File: config.mk
export PLATFORM = sky130hd
export DESIGN_NAME = axis_blk_packer
export DESIGN_NICKNAME = d
export VERILOG_FILES = /design/src/rtl/axis_blk_packer.sv
export SDC_FILE = /design/constraint.sdc
export NUM_CORES = 1
export LEC_CHECK = 0
export CAP_MARGIN = 20
export CORE_UTILIZATION = 52
export CTS_CLUSTER_DIAMETER = 80
export CTS_CLUSTER_SIZE = 16
export DETAILED_ROUTE_END_ITERATION = 7
export GPL_ROUTABILITY_DRIVEN = 0
export PLACE_DENSITY_LB_ADDON = 0.05
export SYNTH_ARGS = -nofsm -noshare
export SYNTH_HDL_FRONTEND = slang
export SYNTH_SLANG_ARGS = --single-unit
File: constraint.sdc
create_clock -name aclk -period 2.4 [get_ports aclk]
set_input_delay 0.48 -clock aclk [delete_from_list [all_inputs] [get_ports aclk]]
set_output_delay 0.48 -clock aclk [all_outputs]
set_load 0.005 [all_outputs]
File: src/rtl/axis_blk_packer.sv
// axis_blk_packer: packs an AXI4-Stream word stream into cipher blocks.
// Optional per-word byte swap; tlast closes a padded, word-counted block.
//
// Ports:
//   aclk, reset        clock (rising edge), synchronous active-high reset
//   s_axis_tdata       input word (BUS_W bits)
//   s_axis_tvalid      input word valid
//   s_axis_tready      input accepted when tvalid & tready
//   s_axis_tlast       last word of message
//   m_blk_data         packed block, first word in MSBs (BLK_W bits)
//   m_blk_valid        block valid
//   m_blk_ready        block consumed when valid & ready
//   m_blk_last         block was closed by tlast
//   m_blk_words        number of real words in the block (1..N)
module axis_blk_packer #(
   parameter int         BUS_W      = 32,
   parameter int         BLK_W      = 128,
   parameter bit         SWAP_BYTES = 1'b1,
   parameter logic [7:0] PAD_BYTE   = 8'h00
) (
   input  logic                               aclk,
   input  logic                               reset,
   input  logic [BUS_W-1:0]                   s_axis_tdata,
   input  logic                               s_axis_tvalid,
   output logic                               s_axis_tready,
   input  logic                               s_axis_tlast,
   output logic [BLK_W-1:0]                   m_blk_data,
   output logic                               m_blk_valid,
   input  logic                               m_blk_ready,
   output logic                               m_blk_last,
   output logic [$clog2(BLK_W/BUS_W+1)-1:0]   m_blk_words
);

   localparam int N  = BLK_W / BUS_W;
   localparam int NB = BUS_W / 8;
   localparam int CW = $clog2(N);
   localparam int WW = $clog2(N + 1);

   if ((BLK_W % BUS_W) != 0 || (BUS_W % 8) != 0 || N < 2) begin : g_param_err
      $error("axis_blk_packer: BLK_W must be a multiple of BUS_W, BUS_W of 8, N >= 2");
   end

   logic [CW-1:0]    cnt;
   logic [BLK_W-1:0] acc;
   logic [BLK_W-1:0] acc_nxt;
   logic [BLK_W-1:0] blk_nxt;
   logic [BUS_W-1:0] word;
   logic             accept;
   logic             close;

   // Output register can only take a new block once the held one leaves.
   assign s_axis_tready = !m_blk_valid | m_blk_ready;
   assign accept        = s_axis_tvalid & s_axis_tready;
   assign close         = accept & ((cnt == CW'(N - 1)) | s_axis_tlast);

   always_comb begin
      word = '0;
      for (int b = 0; b < NB; b++) begin
         if (SWAP_BYTES)
            word[8*b +: 8] = s_axis_tdata[8*(NB-1-b) +: 8];
         else
            word[8*b +: 8] = s_axis_tdata[8*b +: 8];
      end
   end

   // acc_nxt: accumulator with the new word dropped into slot cnt.
   // blk_nxt: same, but slots past cnt are padded for a closing block.
   always_comb begin
      acc_nxt = acc;
      blk_nxt = '0;
      for (int i = 0; i < N; i++) begin
         if (i < int'(cnt)) begin
            blk_nxt[BLK_W-1-i*BUS_W -: BUS_W] = acc[BLK_W-1-i*BUS_W -: BUS_W];
         end else if (i == int'(cnt)) begin
            blk_nxt[BLK_W-1-i*BUS_W -: BUS_W] = word;
            acc_nxt[BLK_W-1-i*BUS_W -: BUS_W] = word;
         end else begin
            blk_nxt[BLK_W-1-i*BUS_W -: BUS_W] = {NB{PAD_BYTE}};
         end
      end
   end

   always_ff @(posedge aclk) begin
      if (reset) begin
         cnt         <= '0;
         acc         <= '0;
         m_blk_data  <= '0;
         m_blk_valid <= 1'b0;
         m_blk_last  <= 1'b0;
         m_blk_words <= '0;
      end else if (close) begin
         // A close can coincide with the old block's handshake; it replaces it.
         m_blk_data  <= blk_nxt;
         m_blk_valid <= 1'b1;
         m_blk_last  <= s_axis_tlast;
         m_blk_words <= WW'(cnt) + WW'(1);
         cnt         <= '0;
         acc         <= '0;
      end else begin
         if (m_blk_valid && m_blk_ready)
            m_blk_valid <= 1'b0;
         if (accept) begin
            acc <= acc_nxt;
            cnt <= cnt + CW'(1);
         end
      end
   end

endmodule

==> run metrics <==
outcome=complete, no violations; crit path kind=primary input to output pin; syn_area_per_cell=9.05 um2; core area=17200 um2; Comb pwr share=0.148; clock root cell=clkbuf_16; #FFs+latches synth=231; clk_lat worst skew=0.49 ns; Chip Height=135 um; Clock Skews=around 0.014 ns; final setup vio count=0; FMAX=463 MHz; CTS Hold Bufs=0; final setup TNS=0 ns; slew margin rel.=0.506; Layout area overhead=25.8%; Place WS=roughly 0.24 ns; hold path start=reset; RSZ-0062 raised after global routing=no; setup ws final=0.241 ns; Routed Antenna Nets=0; chip width=135 um; maximum vdd ir drop=0.580 mV; total overflow reported by the global router=0; clk buf depth=3; Rows=48; Seq pwr share=0.513; Syn Std Cell Area=between 9000 and 10000 um2; # port buffers=170; CP Data Required Time=1.92 ns; worst path arrival time=1.68 ns; starting density of the core=0.530; WL final=24300 um; initial antenna violation count=0; MaxCap Viol Count=0; Sw Ratio=0.255; PostCTS Resize Cnt=0; Routed wire per std cell=about 18 um; io pins=171; Tcrit/Tclk final=0.900; Overall Global Routing Usage=0.265; Pint=5.94 mW; M2 GR Usage=0.441; reg2reg end=acc[53]$_SDFFE_PP0P_; largest net degree at the start of global routing=67; share of cells above drive strength 1=0.0871; vias in the first global route=between 7000 and 8000; P_sw=2.03 mW; Worst Reg-to-Reg Cells=7; DRC errors left=0; CTS tree=yes; CTS Buf Count=18; Syn Inst Count=~1000; clock power share=0.340; crit end category=output pin; Final Hold Vio Count=0; final-report max-slew violation count=0; Synth Warn #=0; vias=7704; Clock Pin Slew Worst Setup and Hold Paths=0.07 ns; most common cell after layout, fill and taps aside=dfxtp_1; worst reg-to-reg setup slack=around 0.38 ns; cell leakage power=~4.4 nW; Pwr Density=between 600 and 700 nW/um2; Vias/cell=5.66; Unique masters post-synth=31; nets=1179; Setup Fix Bufs, Post-CTS=0; WHS Endpoint=acc[33]$_SDFFE_PP0P_; CP Launch Type=primary input; Initial DRC Count=497; drt first pass iters=5; Hold Path Class=primary input to register; Worst Tran Pin Value=0.741 ns; first-pass GRT wire length=38100 um; Final Critical Period=2.16 ns; crit-path max FO=14; ant diodes=0; M1 GR Usage=0.356; HPWL Detailed=between 15000 and 20000 um; # clock sinks=231; post-synthesis sequential area ratio=0.506; Die ar.=18100 um2; WHS Path Cells=2; Worst R2R Start=cnt[1]$_SDFFE_PP0P_; most frequent cells in the layout=dfxtp_1 (230), nor2_1 (195), clkdlybuf4s50_1 (169); htree depth=1; met3 Track Usage GR=0.0379; Most Used Layer, Global Route=met2; syn_nets=1052
## power by group through the flow
stage	clock [mW]	sequential, mW	combinational (mW)
final	2.71	4.09	1.18
after global routing	2.92	4.10	1.27
after CTS	2.76	4.09	1.18
after detailed placement	0	4.17	1.17
after global placement	0	4.17	1.15
after floorplan	0	4.17	0.639
## worst max-delay path by stage
stage                                   start                            to  depth (start not counted)
after global placement            m_blk_ready                 s_axis_tready                          3
after detailed placement          m_blk_ready                 s_axis_tready                          3
after CTS                         m_blk_ready                 s_axis_tready                          3
after floorplan           cnt[1]$_SDFFE_PP0P_  m_blk_data[100]$_SDFFE_PP0P_                          8
final                             m_blk_ready                 s_axis_tready                          3
after global routing      cnt[1]$_SDFFE_PP0P_          acc[74]$_SDFFE_PP0P_                          8
## sequential cells by signal, summed over array words and instances, names as in the netlist
name         cells
m_blk_data     128
cnt              2
acc             96
m_blk_valid      1
m_blk_words      3
m_blk_last       1
## metal layers
metal / vias to the layer above / part of all wire
met5: - / 0
met4: 0 / 0.026
met3: 43 / 0.054
met2: 203 / 0.47
met1: 3683 / 0.45
li1: 3775 / -
## cells in the mapped netlist
library cell,count,area [um2]
dfxtp_1,231,4620
nor2_1,195,732
nand2_1,102,383
a211oi_1,64,480
a22oi_1,64,480
nor3_1,64,320
clkbuf_1,47,176
a21oi_1,37,185
and3_1,34,213
mux2i_1,33,330
a211oi_2,32,400
a22o_1,32,280
buf_2,31,155
buf_4,11,82.6
buf_6,7,78.8
ha_1,5,62.6
nand3_1,4,20.0
and4_1,2,17.5
inv_1,2,7.51
nor3b_2,2,25.0
buf_1,1,3.75
clkbuf_2,1,5.00
nand2b_1,1,6.26
nand2b_4,1,13.8
nand3_2,1,10.0
nor2_2,1,6.26
nor2b_1,1,6.26
o211ai_1,1,7.51
o211ai_2,1,12.5
or2_4,1,8.76
xnor2_1,1,8.76
## metrics by stage
| stage | power (mW) | utilization | hold WS (ns) | cells | area [um2] |
|---|---|---|---|---|---|
| detailed placement | 5.35 | 0.639 | 0.446 | 1342 | 11000 |
| global placement | 5.33 | 0.639 | 0.441 | 1342 | 11000 |
| global route | 8.30 | 0.668 | 0.410 | 1362 | 11500 |
| CTS | 8.03 | 0.668 | 0.392 | 1362 | 11500 |
| floorplan | 4.81 | - | 0.436 | 1010 | 9140 |
| finish | 7.97 | 0.668 | 0.392 | 1362 | 11500 |
## worst max-delay path, cell delays in order
cell             delay [ns]
clkdlybuf4s50_1        0.45
nand2b_4               0.21
clkdlybuf4s50_1        0.53
## cell families (layout without fill, tap and decap cells)
family / Yosys count / in the layout / synth area share
adder cells (fa/ha/maj): 5 / 5 / 0.00684
flip-flops: 231 / 231 / 0.506
AND/OR/NAND/NOR: 409 / 409 / 0.193
buffers and inverters: 100 / 227 / 0.0557
AO/OA/AOI/OAI: 231 / 231 / 0.202
XOR/XNOR: 1 / 1 / 0.000958
multiplexers: 33 / 33 / 0.0361
## layout make-up
| cell class | instances | area, um2 |
|---|---|---|
| Timing Repair Buffer | 205 | 2070 |
| Fill cell | 1501 | 5730 |
| Multi-Input combinational cell | 679 | 4040 |
| Tap cell | 225 | 282 |
| Clock inverter | 1 | 11.3 |
| Inverter | 2 | 7.51 |
| Clock buffer | 19 | 475 |
| Sequential cell | 231 | 4630 |
(Power assumes the default switching activity.)
